File: src/rtl/kd_job_sched.sv
// Job scheduler for the Kyber/Dilithium NTT core: queues tagged host jobs, sequences
// KD_mode setup, Run_mode launch, done/timeout/abort handling and tagged responses.
module kd_job_sched #(
    parameter int unsigned FIFO_DEPTH = 4,
    parameter int unsigned TAG_W      = 4,
    parameter int unsigned SETUP_CYC  = 2,
    parameter int unsigned TIMEOUT    = 4096,
    parameter int unsigned RST_CYC    = 3,
    parameter int unsigned CYC_W      = 16
) (
    input  logic             clk,
    input  logic             rst,
    input  logic             cmd_valid,
    output logic             cmd_ready,
    input  logic             cmd_kd_mode,
    input  logic [3:0]       cmd_run_mode,
    input  logic [TAG_W-1:0] cmd_tag,
    input  logic             abort,
    input  logic [1:0]       core_done_flag,
    output logic [3:0]       core_run_mode,
    output logic             core_kd_mode,
    output logic             core_rst,
    output logic             busy,
    output logic             rsp_valid,
    input  logic             rsp_ready,
    output logic [TAG_W-1:0] rsp_tag,
    output logic [1:0]       rsp_status,
    output logic [1:0]       rsp_done_code,
    output logic [CYC_W-1:0] rsp_cycles
);

    localparam int unsigned AW     = (FIFO_DEPTH > 1) ? $clog2(FIFO_DEPTH) : 1;
    localparam int unsigned CW     = AW + 1;
    localparam int unsigned TO_W   = $clog2(TIMEOUT + 1);
    // One spare bit keeps the saturation compare meaningful for every parameter set
    localparam int unsigned CNT_W  = ((TO_W > CYC_W) ? TO_W : CYC_W) + 1;
    localparam int unsigned PH_MAX = (SETUP_CYC > RST_CYC) ? SETUP_CYC : RST_CYC;
    localparam int unsigned PH_W   = (PH_MAX > 1) ? $clog2(PH_MAX) : 1;
    localparam logic [CNT_W-1:0] CYC_MAX = CNT_W'({CYC_W{1'b1}});

    localparam logic [1:0] ST_OK  = 2'b00;
    localparam logic [1:0] ST_ILL = 2'b01;
    localparam logic [1:0] ST_TO  = 2'b10;
    localparam logic [1:0] ST_ABT = 2'b11;

    typedef struct packed {
        logic             kd;
        logic [3:0]       run;
        logic [TAG_W-1:0] tag;
    } job_t;

    typedef enum logic [2:0] {
        S_IDLE  = 3'd0,
        S_SETUP = 3'd1,
        S_RUN   = 3'd2,
        S_DRAIN = 3'd3,
        S_RESP  = 3'd4
    } state_t;

    job_t             r_mem [FIFO_DEPTH];
    logic [AW-1:0]    r_wr_ptr;
    logic [AW-1:0]    r_rd_ptr;
    logic [CW-1:0]    r_count;
    logic             r_cmd_ready;

    state_t           r_state;
    state_t           w_state_nxt;
    job_t             r_job;
    logic [PH_W-1:0]  r_ph_cnt;
    logic [CNT_W-1:0] r_run_cnt;

    logic [3:0]       r_core_run_mode;
    logic             r_core_kd_mode;
    logic             r_core_rst;
    logic             r_busy;
    logic             r_rsp_valid;
    logic [TAG_W-1:0] r_rsp_tag;
    logic [1:0]       r_rsp_status;
    logic [1:0]       r_rsp_done_code;
    logic [CYC_W-1:0] r_rsp_cycles;

    logic             w_push;
    logic             w_pop;
    logic [CW-1:0]    w_count_nxt;
    job_t             w_head;
    logic             w_done;
    logic             w_setup_last;
    logic             w_drain_last;
    logic             w_timeout;
    logic [CYC_W-1:0] w_cyc_sat;

    logic             w_res_load;
    logic [1:0]       w_res_status;
    logic [1:0]       w_res_code;
    logic [CYC_W-1:0] w_res_cycles;
    logic [TAG_W-1:0] w_res_tag;
    logic [3:0]       w_run_nxt;
    logic             w_rst_nxt;
    logic             w_busy_nxt;
    logic             w_rsp_valid_nxt;

    assign w_push       = cmd_valid && r_cmd_ready;
    assign w_pop        = (r_state == S_IDLE) && (r_count != '0);
    assign w_count_nxt  = r_count + CW'(w_push) - CW'(w_pop);
    assign w_head       = r_mem[r_rd_ptr];
    assign w_done       = (core_done_flag != 2'b00);
    assign w_setup_last = (r_ph_cnt == PH_W'(SETUP_CYC - 1));
    assign w_drain_last = (r_ph_cnt == PH_W'(RST_CYC - 1));
    assign w_timeout    = (r_run_cnt == CNT_W'(TIMEOUT));
    assign w_cyc_sat    = (r_run_cnt > CYC_MAX) ? {CYC_W{1'b1}} : CYC_W'(r_run_cnt);

    // Command queue; ready is a registered function of fill level only
    always_ff @(posedge clk) begin
        if (rst) begin
            r_wr_ptr    <= '0;
            r_rd_ptr    <= '0;
            r_count     <= '0;
            r_cmd_ready <= 1'b1;
        end else begin
            if (w_push) r_wr_ptr <= r_wr_ptr + AW'(1);
            if (w_pop)  r_rd_ptr <= r_rd_ptr + AW'(1);
            r_count     <= w_count_nxt;
            r_cmd_ready <= (w_count_nxt != CW'(FIFO_DEPTH));
        end
    end

    always_ff @(posedge clk) begin
        if (w_push) r_mem[r_wr_ptr] <= '{kd: cmd_kd_mode, run: cmd_run_mode, tag: cmd_tag};
    end

    always_ff @(posedge clk) begin
        if (rst) r_state <= S_IDLE;
        else     r_state <= w_state_nxt;
    end

    always_comb begin
        w_state_nxt = r_state;
        case (r_state)
            S_IDLE:  if (w_pop) w_state_nxt = (w_head.run == 4'd0) ? S_RESP : S_SETUP;
            S_SETUP: begin
                if (abort)             w_state_nxt = S_DRAIN;
                else if (w_setup_last) w_state_nxt = S_RUN;
            end
            S_RUN: begin
                if (w_done)                  w_state_nxt = S_RESP;
                else if (abort || w_timeout) w_state_nxt = S_DRAIN;
            end
            S_DRAIN: if (w_drain_last) w_state_nxt = S_RESP;
            S_RESP:  if (rsp_ready)    w_state_nxt = S_IDLE;
            default: w_state_nxt = S_IDLE;
        endcase
    end

    // Job outcome (priority done > abort > timeout) and next values of the registered outputs
    always_comb begin
        w_res_load   = 1'b0;
        w_res_status = ST_OK;
        w_res_code   = 2'b00;
        w_res_cycles = w_cyc_sat;
        w_res_tag    = r_job.tag;
        case (r_state)
            S_IDLE: begin
                if (w_pop && (w_head.run == 4'd0)) begin
                    w_res_load   = 1'b1;
                    w_res_status = ST_ILL;
                    w_res_cycles = '0;
                    w_res_tag    = w_head.tag;
                end
            end
            S_SETUP: begin
                if (abort) begin
                    w_res_load   = 1'b1;
                    w_res_status = ST_ABT;
                end
            end
            S_RUN: begin
                if (w_done) begin
                    w_res_load = 1'b1;
                    w_res_code = core_done_flag;
                end else if (abort) begin
                    w_res_load   = 1'b1;
                    w_res_status = ST_ABT;
                end else if (w_timeout) begin
                    w_res_load   = 1'b1;
                    w_res_status = ST_TO;
                end
            end
            default: ;
        endcase
        w_run_nxt       = (w_state_nxt == S_RUN) ? r_job.run : 4'd0;
        w_rst_nxt       = (w_state_nxt == S_DRAIN);
        w_busy_nxt      = (w_state_nxt == S_SETUP) || (w_state_nxt == S_RUN) ||
                          (w_state_nxt == S_DRAIN);
        w_rsp_valid_nxt = (w_state_nxt == S_RESP);
    end

    always_ff @(posedge clk) begin
        if (rst) begin
            r_job           <= '0;
            r_ph_cnt        <= '0;
            r_run_cnt       <= '0;
            r_core_run_mode <= 4'd0;
            r_core_kd_mode  <= 1'b0;
            r_core_rst      <= 1'b0;
            r_busy          <= 1'b0;
            r_rsp_valid     <= 1'b0;
            r_rsp_tag       <= '0;
            r_rsp_status    <= 2'b00;
            r_rsp_done_code <= 2'b00;
            r_rsp_cycles    <= '0;
        end else begin
            if (w_pop) begin
                r_job <= w_head;
                // Illegal jobs never reach the core, so KD_mode keeps the last launched value
                if (w_head.run != 4'd0) r_core_kd_mode <= w_head.kd;
            end
            if (w_state_nxt != r_state) begin
                r_ph_cnt <= '0;
            end else if ((r_state == S_SETUP) || (r_state == S_DRAIN)) begin
                r_ph_cnt <= r_ph_cnt + PH_W'(1);
            end
            if (w_pop)                       r_run_cnt <= '0;
            else if (w_state_nxt == S_RUN)   r_run_cnt <= r_run_cnt + CNT_W'(1);
            r_core_run_mode <= w_run_nxt;
            r_core_rst      <= w_rst_nxt;
            r_busy          <= w_busy_nxt;
            r_rsp_valid     <= w_rsp_valid_nxt;
            if (w_res_load) begin
                r_rsp_tag       <= w_res_tag;
                r_rsp_status    <= w_res_status;
                r_rsp_done_code <= w_res_code;
                r_rsp_cycles    <= w_res_cycles;
            end
        end
    end

    assign cmd_ready     = r_cmd_ready;
    assign core_run_mode = r_core_run_mode;
    assign core_kd_mode  = r_core_kd_mode;
    assign core_rst      = r_core_rst;
    assign busy          = r_busy;
    assign rsp_valid     = r_rsp_valid;
    assign rsp_tag       = r_rsp_tag;
    assign rsp_status    = r_rsp_status;
    assign rsp_done_code = r_rsp_done_code;
    assign rsp_cycles    = r_rsp_cycles;

endmodule

File: config.mk
export PLATFORM = sky130hd
export DESIGN_NAME = kd_job_sched
export DESIGN_NICKNAME = d
export VERILOG_FILES = /design/src/rtl/kd_job_sched.sv
export SDC_FILE = /design/constraint.sdc
export NUM_CORES = 1
export LEC_CHECK = 0
export BUFFER_PORTS_ARGS = -buffer_cell sky130_fd_sc_hd__buf_2
export CAP_MARGIN = 20
export CORE_AREA = 2 2 66 131
export CTS_CLUSTER_DIAMETER = 40
export DETAILED_ROUTE_END_ITERATION = 8
export DIE_AREA = 0 0 68 133
export HOLD_SLACK_MARGIN = 0.1
export PLACE_DENSITY = 0.83
export SETUP_SLACK_MARGIN = 0.4
export SYNTH_ARGS = -nofsm -noshare
export SYNTH_HDL_FRONTEND = slang
export SYNTH_SLANG_ARGS = --single-unit
File: constraint.sdc
create_clock -name clk -period 3.85 [get_ports clk]
set_input_delay 0.77 -clock clk [delete_from_list [all_inputs] [get_ports clk]]
set_output_delay 0.77 -clock clk [all_outputs]
set_load 0.05 [all_outputs]
==> impl.org, run 1 <==
** Routing
- Remaining routing DRC violations :: 0
- Average detailed-routed wire length per instance :: 16.8 µm
- For this block, the via count after detailed routing is ~3300.
- After detailed routing, the number of vias per cell comes to 6.00.
- Post-detailed-routing wire length :: 9230 µm
- Number of search-and-repair iterations in the first detailed-routing pass :: 5
- The detail route stage leaves a number of antenna-violating nets equal to 0.
- Initial DRC Count :: 290

** Timing
- Count of endpoints failing setup in the final report :: 0
- RSZ-0062 raised after global routing :: false
- Based on the critical path, the design can be clocked at up to slightly below 0.4 GHz.
- Post-layout worst setup margin :: 1.27 ns
- The total count of max-transition violations in the final report came to 0.
- In this run the tightest slew margin relative to its limit is 47.5%.
- The worst path uses between 60% and 70% of the clock period.
- The worst path needs between 2 and 3 ns of the cycle, external delays included.
- Across the routed clock network, the largest skew measured is 0.00953 ns.
- Total count of hold-check failures in the final report :: 0
- At the pin with the least slew margin, the transition time is a little under 0.8 ns.
- Final total negative setup slack :: 0 ns

** GRT
- Total GRT Usage :: between 20% and 30%
- Largest net degree at the start of global routing :: 41
- The first global-routing pass estimated ~15000 µm of wire.
- Overall overflow remaining after global route :: 0
- The number of antenna violations at the first check in global routing came to 0.
- Number of global-route vias before repair :: 3037

** Critical path
- The worst setup path is of the register to register kind.
- STA puts the critical path data required time at ~4.1 ns.
- The worst register-to-register path ends at cmd_ready.
- Maximum fanout along the worst path :: 15
- R2r setup slk :: approximately 1.3 ns
- For the worst setup path, the data arrival time is 2.81 ns.
- The worst setup path is launched from a register.
- Reg2reg path depth :: 12
- STA classifies the critical path endpoint as a register.
- R2r startpoint :: r_count[1]

** Floorplan
- I/O pin cnt :: 49
- The die covers 0.00904 mm².
- The initialized floorplan defines 47 standard-cell rows.
- In this run the vertical extent of the chip is 133 µm.
- The die is about 68 µm wide.
- Effective utilization at floorplan :: a little under three fifths
- The floorplan step defined a core boundary enclosing a little over 0.008 mm².

** Power and ir drop
- After layout, the design draws a total of 3660 µW.
- In this run the power density over the cells is 711 mW/mm².
- Net switching is 36.4% of the power.
- Comb power frac :: 33.0%
- Summed over all cells, the static leakage comes to between 0.0015 and 0.002 µW.
- The internal power of the cells totals 2330 µW.
- For this design the total switching power over the nets is 1330 µW.
- Sequential Power Share :: 41.7%
- Proportion of power drawn by the clock network :: about a quarter
- Peak supply drop :: 0.000552 V

** Layout
- In the final layout, the multi-input gates occupy 0.00188 mm².
- Register cell area after layout :: 0.00252 mm²
- Cells fill between 60% and 70% of the core in the end.
- 0 antenna diodes ended up in the layout.
- The final layout contains between 400 and 500 nets.
- Share of final-layout standard cells stronger than drive strength 1 :: 20.8%
- Layout filler cell count :: 645
- Synthesis-to-finish area growth :: 13.2%

** Clock network
- Number of gates resized after CTS :: 0
- CTS placed an instance of clkbuf_16 at the clock tree root.
- TritonCTS Buffers :: 9
- Clock latency at the later pin of the worst-skew pair :: 0.34 ns
- Clock-pin slew was measured on the worst setup and hold paths at 0.07 ns.
- Buffers inserted to repair hold after CTS numbered 0.
- Sink count of the clock tree :: 108
- H-tree Lvls :: 3
- TritonCTS clock tree :: done
- The number of setup buffers added after CTS is 0.
- No sink is reached through more buffers than the 2 on the longest clock path.

** Logic synthesis
- In the post-synthesis netlist, the cell with the most instances is dfxtp_1.
- Leading cell types by total area after synthesis :: dfxtp_1 32%, edfxtp_1 24%, mux4_2 4.5%
- For this run, the number of Yosys warnings is 0.
- The most used flip-flop cell after synthesis is dfxtp_1.
- Cells after Synth :: approximately 400
- Of the synthesized area, sequential elements account for 55.4%.
- In this run, synthesis produced a sequential element count of around 110.
- For this run, asynchronously set or reset flops after synthesis account for 0%.
- Summed over its instances, the top area cell type makes up a little under a third of the synthesized netlist area.
- Largest area contributor in the netlist :: dfxtp_1
- Cell area after technology mapping :: 0.00455 mm²
- When the netlist entered floorplanning its net count stood at 432.
- Average cell area after synthesis :: between 10 and 15 µm²
- In this run, synthesis inferred 36 flip-flops with an integrated enable.
- Number of library cell types mapped by synthesis :: 60
- By count the netlist is led by 72 x dfxtp_1, 49 x nor2_1, 36 x edfxtp_1.

** Worst hold path
- Cell depth of the worst min-delay path :: 1
- Class of the tightest hold or removal check :: register to register
- Endpoint, Worst Hold :: rsp_cycles[8]
- In this run the most critical hold path is launched from rsp_cycles[8].

** Outcome
- Outcome :: finished clean

** Placed design
- OpenSTA, run right after detailed placement, puts the worst setup slack at 1.16 ns.
- Count of input and output buffers :: 48
- Placer Congestion :: 0.888
- Half-perimeter wire length after placement :: 6440 µm

** Run
- The tool flagged a number of max-cap violations equal to 0.
[power groups by stage]
stage / clock (µW) / sequential, µW / combinational (µW)
after detailed placement: 0 / 1550 / 1200
after floorplan: 0 / 1690 / 779
final: 925 / 1530 / 1210
after CTS: 937 / 1530 / 1220
after global placement: 0 / 1540 / 1180
after global routing: 984 / 1550 / 1320
[worst max-delay path by stage]
| stage | startpoint | end | slack (ns) | cells past startpoint |
|---|---|---|---|---|
| after floorplan | r_state[2] | cmd_ready | 1.07 | 12 |
| after global placement | abort | rsp_cycles[13] | 1.26 | 7 |
| after detailed placement | abort | rsp_cycles[9] | 1.16 | 7 |
| after CTS | r_count[1] | cmd_ready | 1.27 | 12 |
| after global routing | r_count[1] | cmd_ready | 1.05 | 12 |
| final | r_count[1] | cmd_ready | 1.27 | 12 |
[per-layer routing]
layer / GRT usage, % / up-vias / part of all wire, %
met5: 0 / - / 0
met1: 33.0 / 1584 / 44
met4: 7.67 / 0 / 1.2
met2: 33.0 / 118 / 49
met3: 4.17 / 8 / 5.8
li1: - / 1588 / -
[sequential cells by signal, summed over array words and instances, names as in the netlist, 3 cells and up, named ones only]
name and count:
r_state 3, r_mem 36, r_job 8, rsp_cycles 16, rsp_tag 4, core_run_mode 4, r_count 3, r_run_cnt 17
[stage by stage]
| stage | hold WS, ns | instance area, µm² | instances |
|---|---|---|---|
| global placement | 0.440 | 4840 | 534 |
| global route | 0.487 | 5150 | 550 |
| detailed placement | 0.452 | 4840 | 534 |
| CTS | 0.472 | 5150 | 550 |
| floorplan | 0.452 | 4550 | 404 |
| finish | 0.468 | 5150 | 550 |
[cells in the final DEF, fill, tap and decap left out, types with 5 or more instances in the layout]
cell | Yosys | layout
buf_2 | 6 | 48
and3_1 | 9 | 9
or3_1 | 7 | 7
nor3_1 | 11 | 11
o21ai_0 | 11 | 11
nand3_1 | 9 | 9
clkbuf_16 | 0 | 10
xnor2_1 | 6 | 6
a311oi_1 | 5 | 5
inv_1 | 15 | 15
o31ai_1 | 5 | 5
edfxtp_1 | 36 | 36
nand4_1 | 6 | 6
ha_1 | 11 | 11
o2bb2ai_1 | 9 | 9
nand2_1 | 22 | 22
a21oi_1 | 23 | 23
nor4_1 | 7 | 6
mux2i_1 | 9 | 9
mux4_2 | 9 | 9
dfxtp_1 | 72 | 72
or4_1 | 6 | 6
nor2_1 | 49 | 49
[cell type report]
cell class,instances,share of cell area (%)
Sequential cell,108,49.0
Tap cell,98,2.38
Multi-Input combinational cell,262,36.5
Inverter,15,1.09
Clock buffer,10,4.86
Timing Repair Buffer,51,5.10
Clock inverter,6,1.12
[critical path, stage by stage, from the launching register on]
cell and delay [ns]:
dfxtp_1 0.35, nor3_1 0.43, nor4_2 0.06, buf_4 0.23, ha_1 0.28, inv_1 0.06, ha_1 0.13, inv_1 0.05
fa_1 0.37, xor2_1 0.16, xnor2_1 0.12, nor2_1 0.13, nand3b_1 0.10
[cells by family after synthesis]
kind of cell / count (synthesis) / synth area share, %
AND/OR/NAND/NOR: 145 / 16.4
flip-flops: 108 / 55.4
AO/OA/AOI/OAI: 78 / 12.8
buffers and inverters: 34 / 3.58
multiplexers: 19 / 6.68
adder cells (fa/ha/maj): 12 / 3.47
XOR/XNOR: 8 / 1.54
Note: power is estimated with default switching activity, not from simulation.
==> run 2, diff against run 1 <==
--- a/config.mk
+++ b/config.mk
@@ -5,14 +5,15 @@
 export SDC_FILE = /design/constraint.sdc
 export NUM_CORES = 1
 export LEC_CHECK = 0
+export ABC_AREA = 1
 export BUFFER_PORTS_ARGS = -buffer_cell sky130_fd_sc_hd__buf_2
 export CAP_MARGIN = 20
-export CORE_AREA = 2 2 66 131
+export CORE_AREA = 2 2 68 135
 export CTS_CLUSTER_DIAMETER = 40
 export DETAILED_ROUTE_END_ITERATION = 8
-export DIE_AREA = 0 0 68 133
+export DIE_AREA = 0 0 70 137
 export HOLD_SLACK_MARGIN = 0.1
-export PLACE_DENSITY = 0.83
+export PLACE_DENSITY = 0.84
 export SETUP_SLACK_MARGIN = 0.4
 export SYNTH_ARGS = -nofsm -noshare
 export SYNTH_HDL_FRONTEND = slang
==> constraint.sdc (replaced) <==
create_clock -name clk -period 2.4 [get_ports clk]
set_input_delay 0.48 -clock clk [delete_from_list [all_inputs] [get_ports clk]]
set_output_delay 0.48 -clock clk [all_outputs]
set_load 0.05 [all_outputs]
==> run 2 against run 1 <==
  * Power increased by 85%
  * Via count increased by 24%
  * Critical path depth decreased by 1
  * Largest cell class unchanged
  * Register-to-register slack got worse by 0.86 ns
  * Synthesized area increased by 8.1%
  * Largest power group is now combinational logic
  * Critical path type unchanged
  * Clock-buffer cell count decreased by 1
  * Routed wire length increased by 32%
  * Flip-flop and latch count unchanged
  * Clock power increased by 65%
  * Worst hold slack got worse by 0.14 ns
  * Global-route usage increased by 2.7 points
  * Final area increased by 14%
==> impl.org, run 2 <==
** Logic synthesis
- Leading cell types by total area after synthesis :: dfxtp_1 29%, edfxtp_1 22%, nand2_1 10%
- Cells after Synth :: 564 (+40%)
- Main flop type after synthesis :: dfxtp_1
- After synthesis, the most frequently instantiated cells are 137 x nand2_1, 72 x dfxtp_1, 53 x nor2_1.
- Synth top area share :: 29.3% (-2.4 points)
- Number of storage elements in the synthesis netlist :: 108 (unchanged)
- The summed instance area of the synthesized netlist is 0.00492 mm² (+8.1%).
- The per-instance average area after synthesis is 8.72 µm² (-23%).
- The proportion of synthesized chip area in sequential cells is 51.3% (-4.2 points).
- The distinct cell type count of the synthesized netlist came to 39 (-35%).
- Largest area contributor in the netlist :: dfxtp_1
- The fraction of registers with async set/reset came to 0% (unchanged).
- The number of flops mapped to enable cells by yosys came to 36 (unchanged).
- The total number of yosys warnings came to 0 (unchanged).
- The most common cell in the synthesized netlist is nand2_1.
- Synthesized netlist net count :: 592 (+37%)

** GRT
- Wire length of the first global-routing pass :: 18400 µm (+22%)
- The total overflow reported by the global router is 0 (unchanged).
- Number of global-route vias before repair :: 3881 (+28%)
- Largest net degree at the start of global routing :: 25 (-39%)
- The number of antenna violations at the first check in global routing is 0 (unchanged).
- The overall track demand over capacity in global routing came to 25.0% (+2.7 points).

** Layout
- Most common library cell in the layout ignoring fill and taps :: nand2_1
- Layout filler cell count :: 658 (+2.0%)
- The number of inserted diodes was 0 (unchanged).
- The net count of the finished layout is 658 (+39%).
- Commonest cells after routing, fill and taps aside :: 133 x nand2_1, 65 x dfxtp_1, 51 x nor2_1
- From synthesis to final layout, the design area changed by 19.1%.
- The fraction of layout cells with a size suffix above 1 is 25.7% (+4.9 points).
- More flip-flops sit in one register than any other, and that register is r_mem.
- The number of flip-flops under the largest register name came to 36 (unchanged).

** Floorplan
- The site row count was 48 (+2.1%).
- Area of the die :: 0.00959 mm² (+6.0%)
- The die span in y is 137 µm (+3.0%).
- The effective utilization at floorplan is 57.7% (+1.6 points).
- The die outline width is 70 µm (+2.9%).
- The top-level port count came to 49 (unchanged).
- Core ar. :: 0.00853 mm² (+5.1%)

** Critical path
- The kind of cell with the highest combined delay along the critical path is simple AND/OR/NAND/NOR gates.
- Startpoint class of the critical path :: register
- The critical path is of the register to register type.
- Maximum fanout along the worst path :: 8 (-7)
- Crit. End Element :: register
- R2r startpoint :: r_run_cnt[0]
- Start point of the critical path :: r_run_cnt[0]
- The signal arrival time at the worst endpoint was 2.24 ns (-0.57 ns).
- The slowest stage of the critical path is the dfxtp_4 cell.
- Worst path cell trace :: ha_2 -> nand2_2 -> nor2_4 -> nand4_1 -> nor4_2 -> ha_2 -> inv_2 -> nand2_4 -> nand2_1 -> nand2_1 -> a21oi_1
- Required time at the endpoint of the critical path :: 2.64 ns (-1.44 ns)
- Total buffers and inverters traversed by the critical path :: 1 (-2)
- Slowest cell delay on critical path :: 0.38 ns (-0.05 ns)

** Clock network
- TritonCTS Buffers :: 9 (unchanged)
- The hold buffer count at cts came to 0 (unchanged).
- TritonCTS built the clock tree.
- The clock latency on the worst-skew pair is 0.36 ns (+0.02 ns).
- The number of clock sinks seen by CTS is 108 (unchanged).
- Clk pin slew, worst setup/hold paths :: 0.07 ns (about the same)
- Number of buffers between clock root and the deepest sink :: 2 (unchanged)
- In this run the clock root is driven by a clkbuf_16.
- The count of H-tree levels built during CTS was 3 (unchanged).

** Routing
- Number of nets with antenna violations after routing :: 0 (unchanged)
- Post-detailed-routing wire length :: 12200 µm (+32%)
- Initial DRC Count :: 351 (+21%)
- Remaining routing DRC violations :: 0 (unchanged)
- Number of search-and-repair iterations in the first detailed-routing pass :: 5 (unchanged)
- Routed via count :: 4097 (+24%)
- Average via count per standard cell :: 5.57 (-7.0%)
- Average detailed-routed wire length per instance :: 16.6 µm (-1.3%)

** Timing
- Count of endpoints failing setup in the final report :: 0 (unchanged)
- Total count of hold-check failures in the final report :: 0 (unchanged)
- Setup repair after global routing could not meet its margin everywhere.
- Final hold slack :: 0.332 ns (-0.136 ns)
- Final total negative setup slack :: 0 ns (unchanged)
- The clock period minus worst slack is 1.99 ns (-0.590 ns).
- Worst slew pin tran :: 0.482 ns (-0.303 ns)
- Fmax :: 0.502 GHz (+30%)
- The post-route clock period utilization is 83.0% (+16 points).
- Setup Skew :: 0.00630 ns (-0.00324 ns)
- Final number of max-transition violations :: 0 (unchanged)
- Slew headroom :: 67.6% (+20 points)

** Placed design
- The count of buffers from port buffering is 48 (unchanged).
- Placer Congestion :: 1.01 (+14%)
- Half-perimeter wire length after placement :: 8380 µm (+30%)

** Power and ir drop
- The overall power of the completed layout is 6760 µW (+85%).
- The power per cell area came to 1150 mW/mm² (+62%).
- The static leakage was 0.00242 µW (+28%).
- The worst voltage drop across the vdd grid was 0.000691 V (+25%).

** Worst hold path
- Min-Delay Startpoint :: cmd_tag[3]
- Class of the tightest hold or removal check :: input port to register

** Run
- The max-capacitance violation count was 0 (unchanged).

** Outcome
- The flow ran to the end, and the final reports show no timing, DRC or antenna violations.
[run 2: changes by cell type after synthesis, sizes merged, moves of 14 or more]
cell   delta
nand2   +119
a21oi    +26
nand3    +28
xor2     +14
inv      +46
o21ai    +15
[run 2: routing by layer]
metal  global-route usage (%)  routed length (µm)
met5                        0                   0
met3                     4.86                 555
met2                     48.1                6830
met4                     16.1                 775
met1                     23.4                4020
[run 2: power by group]
| group | leakage, µW | internal, µW | switching (µW) |
|---|---|---|---|
| clock | 0.000147 | 827 | 702 |
| sequential | 0.000919 | 2210 | 186 |
| combinational | 0.00135 | 965 | 1870 |
[run 2: metrics by stage]
step / std cells / area, µm² / setup WS, ns / utilization [%]
CTS: 724 / 5620 / 0.415 / 65.8
detailed placement: 706 / 5280 / 0.181 / 61.9
global route: 735 / 5860 / 0.355 / 68.7
global placement: 706 / 5280 / 0.255 / 61.9
floorplan: 564 / 4940 / 0.386 / -
finish: 735 / 5860 / 0.407 / 68.7
[run 2: worst paths after layout]
| check | end | depth (start not counted) | slack, ns |
|---|---|---|---|
| worst min register to register | core_run_mode[2] | 2 | 0.45 |
| worst max register to register | rsp_cycles[4] | 11 | 0.41 |
| worst min-delay path | r_mem[3][3] | 1 | 0.33 |
| worst max-delay path | rsp_cycles[4] | 11 | 0.41 |
[run 2: logic make-up after synthesis]
family                   after synthesis  synth area share [%]
AO/OA/AOI/OAI                         86                  10.4
buffers and inverters                 81                  7.43
AND/OR/NAND/NOR                      261                  24.8
adder cells (fa/ha/maj)               12                  3.20
XOR/XNOR                              16                  2.85
flip-flops                           108                  51.3
[run 2: timing repair]
item                                    CTS  global route
pin swaps                                 1            12
setup buffers                             2             5
endpoints found under the setup margin   19            49
resized for setup                         3            35
gates cloned                              0             6
[run 2: worst reg2reg max path, stage by stage (launching register included)]
cell and delay [ns]:
dfxtp_4 0.38, ha_2 0.20, nand2_2 0.08, nor2_4 0.14, nand4_1 0.19, nor4_2 0.29
ha_2 0.22, inv_2 0.06, nand2_4 0.11, nand2_1 0.08, nand2_1 0.07, a21oi_1 0.07
[run 2: layout make-up]
type                            instances  area (µm²)  share of cell area (%)
Clock buffer                            9         225                    3.84
Timing Repair Buffer                   71         488                    8.33
Multi-Input combinational cell        379        2150                    36.7
Clock inverter                          7        86.3                    1.47
Sequential cell                       108        2540                    43.3
Tap cell                              100         125                    2.14
Inverter                               61         246                    4.21
==> run 3, diff against run 2 <==
--- a/config.mk
+++ b/config.mk
@@ -5,15 +5,15 @@
 export SDC_FILE = /design/constraint.sdc
 export NUM_CORES = 1
 export LEC_CHECK = 0
-export ABC_AREA = 1
+export ABC_AREA = 0
 export BUFFER_PORTS_ARGS = -buffer_cell sky130_fd_sc_hd__buf_2
 export CAP_MARGIN = 20
-export CORE_AREA = 2 2 68 135
+export CORE_AREA = 2 2 70 138
 export CTS_CLUSTER_DIAMETER = 40
 export DETAILED_ROUTE_END_ITERATION = 8
-export DIE_AREA = 0 0 70 137
+export DIE_AREA = 0 0 72 140
 export HOLD_SLACK_MARGIN = 0.1
-export PLACE_DENSITY = 0.84
+export PLACE_DENSITY = 0.79
 export SETUP_SLACK_MARGIN = 0.4
 export SYNTH_ARGS = -nofsm -noshare
 export SYNTH_HDL_FRONTEND = slang
==> constraint.sdc (replaced) <==
create_clock -name clk -period 1.8 [get_ports clk]
set_input_delay 0.36 -clock clk [delete_from_list [all_inputs] [get_ports clk]]
set_output_delay 0.36 -clock clk [all_outputs]
set_load 0.05 [all_outputs]
==> run 3 against run 2 <==
  * Flip-flop and latch count unchanged
  * Final cell count down 7.6%
  * The run now ends with setup timing left
  * Largest cell class is now multi-input combinational cells
  * Fmax down 13%
  * Clock skew up 0.0077 ns
  * Core utilization up 12 points
  * Die area up 5.1%
  * Clock-buffer cell count unchanged
  * Clock power up 54%
  * Worst hold slack worse by 0.12 ns
  * Combinational power up 89%
  * Non-clock buffer count up 104
==> impl.org, run 3 (synthesis results as in run 1) <==
** Power and ir drop
- Pwr per Cell Area :: 1520 mW/mm² (+32%)
- Proportion of power drawn by the clock network :: 21.4% (-1.2 points)
- The overall power of the completed layout is 11000 µW (+63%).
- Power spent charging and discharging nets :: 4130 µW (+50%)
- Sequential Power Share :: 30.0% (-5.5 points)
- The static leakage is 0.00280 µW (+16%).
- Peak supply drop :: 0.00135 V (+96%)
- The fraction of power spent switching nets came to 37.5% (-3.3 points).
- Comb power frac :: 48.6% (+6.7 points)
- Power Internal :: 6890 µW (+72%)

** Clock network
- Number of buffers between clock root and the deepest sink :: 2 (unchanged)
- Clock tree root buffer cell :: clkbuf_16
- Hold-fix buffers at CTS :: 0 (unchanged)
- TritonCTS clock tree :: done
- The number of clock sinks seen by CTS came to 108 (unchanged).
- The count of H-tree levels built during CTS was 3 (unchanged).
- The clock latency on the worst-skew pair is 0.36 ns (about the same).
- The clock transition time at the flip-flop clock pins of the worst setup and hold paths is 0.07 ns (about the same).
- The number of CTS-inserted buffers came to 9 (unchanged).

** Critical path
- Maximum fanout along the worst path :: 2 (-6)
- The critical path depth in cells came to 12 (+1).
- The signal arrival time at the worst endpoint is 2.52 ns (+0.28 ns).
- Traced cell by cell, the critical path runs through nor3_4 -> buf_6 -> nor4_4 -> ha_4 -> inv_2 -> ha_4 -> inv_2 -> fa_2 -> xor2_4 -> xnor2_2 -> nor2_2 -> nand3b_1.
- The critical path required time is 2.03 ns (-0.61 ns).
- Startpoint class of the critical path :: register
- Total buffers and inverters traversed by the critical path :: 3 (+2)
- Worst Setup EP :: cmd_ready
- Largest delay share family, worst path :: adder cells
- The highest cell delay on the worst timing path came to 0.38 ns (about the same).
- Crit. End Element :: register
- The worst setup slack for register-to-register paths came to -0.49 ns (-0.89 ns).
- In this run the critical register-to-register path is captured at cmd_ready.
- R2r startpoint :: r_count[0]
- Category of the critical setup timing path :: register to register
- For this design, the slowest cell found on the critical path is fa_2.
- Reg2reg path depth :: 12 (+1)
- Start point of the critical path :: r_count[0]

** Outcome
- Outcome :: complete, but fails checks
- Violations in the final reports :: setup timing

** Layout
- Most common library cell in the layout ignoring fill and taps :: buf_4
- Counting flops per register, the top entry is r_mem.
- Count of inserted antenna diode cells :: 0 (unchanged)
- Number of flip-flops under the largest register name :: 36 (unchanged)
- The fraction of layout cells with a size suffix above 1 is 59.6% (+34 points).
- The layout filler cell count was 429 (-35%).
- The core occupancy in the finished layout was 80.4% (+12 points).
- From synthesis to final layout, the design area changed by 59.2%.
- The net count of the finished layout is 600 (-8.8%).
- Commonest cells after routing, fill and taps aside :: 81 x buf_4, 58 x dfxtp_1, 43 x buf_6
- The post-route standard cell area excluding fillers is 0.00724 mm² (+24%).

** Timing
- The worst clock skew was 0.0140 ns (+0.00770 ns).
- The clock period minus worst slack was 2.29 ns (+0.293 ns).
- Portion of the clock cycle consumed by the worst path in the final layout :: 127% (+44 points)
- The number of endpoints with negative hold slack in the final report was 0 (unchanged).
- The total count of max-transition violations in the final report was 0 (unchanged).
- Final total negative setup slack :: -13.22 ns (-13.22 ns)
- Post-layout worst setup margin :: -0.486 ns (-0.893 ns)
- The measured slew at the worst slew-check pin came to 0.577 ns (+0.0950 ns).
- The headroom to the max-slew limit was 61.4% (-6.2 points).
- Setup repair after global routing could not meet its margin everywhere.
- Final hold slack :: 0.214 ns (-0.118 ns)
- Count of endpoints failing setup in the final report :: 56 (+56)
- Fmax :: 0.437 GHz (-13%)

** GRT
- Wire length of the first global-routing pass :: 21700 µm (+18%)
- Overall overflow remaining after global route :: 0 (unchanged)
- The overall track demand over capacity in global routing is 28.2% (+3.2 points).
- Number of global-route vias before repair :: 4360 (+12%)
- Largest net degree at the start of global routing :: 26 (+4.0%)
- The number of antenna violations at the first check in global routing is 0 (unchanged).

** Placed design
- The detailed-placement wirelength estimate is 7980 µm (-4.7%).
- The count of buffers from port buffering came to 48 (unchanged).
- Placer Congestion :: 0.867 (-15%)
- Area after detailed placement :: 0.00562 mm² (+6.4%)

** Floorplan
- Die height :: 140 µm (+2.2%)
- The effective utilization at floorplan was 50.5% (-7.2 points).
- The core region area came to 0.00901 mm² (+5.7%).
- Area of the die :: 0.0101 mm² (+5.1%)
- Die X-Extent :: 72 µm (+2.9%)
- I/O pin cnt :: 49 (unchanged)
- Site Rows :: 49 (+2.1%)

** Routing
- Detail Route met2 WL :: 9100 µm (+33%)
- The via density per instance is 6.33 (+14%).
- The met3 wire length came to 758 µm (+37%).
- The total vias in the final route came to 4296 (+4.9%).
- The highest metal layer carrying signal wires in the routed design is met4.
- Wire length on met1 :: 5340 µm (+33%)
- The number of detailed-route iterations in the first pass came to 5 (unchanged).
- The final routed wire length divided by cell count was 23.9 µm (+44%).
- Number of nets with antenna violations after routing :: 0 (unchanged)
- Initial DRC Count :: 460 (+31%)
- The post-detailed-routing wire length was 16200 µm (+33%).
- Remaining routing DRC violations :: 0 (unchanged)

** Run
- The max-capacitance violation count came to 0 (unchanged).

** Worst hold path
- The worst hold path belongs to the class input port to register.
- The number of cells traversed by the worst hold path was 1 (unchanged).
==> run 3: power by group through the flow <==
| stage | registers (µW) | clock network [µW] | logic, µW |
|---|---|---|---|
| 2_1_floorplan | 3650 | 0 | 1890 |
| 3_3_place_gp | 3210 | 0 | 3250 |
| 3_5_place_dp | 3230 | 0 | 3390 |
| 4_1_cts | 3220 | 2350 | 4260 |
| 5_1_grt | 3330 | 2470 | 5580 |
| 6_report | 3310 | 2350 | 5360 |
==> run 3: layer usage <==
layer  GRT usage, %  up-vias
met4           15.0        0
met3           5.97      105
met1           26.9     2102
li1               -     1839
met5              0        -
met2           53.7      250
==> run 3: worst min path at each step <==
stage                               from        endpoint
after CTS                     cmd_tag[1]     r_mem[3][1]
after detailed placement   rsp_cycles[7]   rsp_cycles[7]
after floorplan                 r_job[4]        r_job[4]
after global placement    rsp_cycles[11]  rsp_cycles[11]
final                        cmd_kd_mode     r_mem[2][8]
after global routing          cmd_tag[1]     r_mem[2][1]
==> run 3: area by class of cell <==
| cell class | count | area [µm²] | share of cell area (%) |
|---|---|---|---|
| Clock inverter | 7 | 133 | 1.83 |
| Clock buffer | 9 | 225 | 3.11 |
| Sequential cell | 108 | 2540 | 35.1 |
| Inverter | 15 | 56.3 | 0.777 |
| Timing Repair Buffer | 175 | 1450 | 20.1 |
| Tap cell | 102 | 128 | 1.76 |
| Multi-Input combinational cell | 263 | 2700 | 37.3 |
==> run 3: per-stage QoR <==
stage / setup WS [ns] / std cells
floorplan: -0.505 / 404
global placement: -0.242 / 621
detailed placement: -0.420 / 621
CTS: -0.412 / 664
global route: -0.597 / 679
finish: -0.486 / 679
==> run 3: timing repair <==
action | in CTS | in global routing
setup buffers | 24 | 14
gates cloned | 3 | 1
gates resized for setup | 134 | 80
endpoints found under the hold margin | 0 | 0
setup endpoints to repair | 89 | 92
pin swaps | 38 | 31
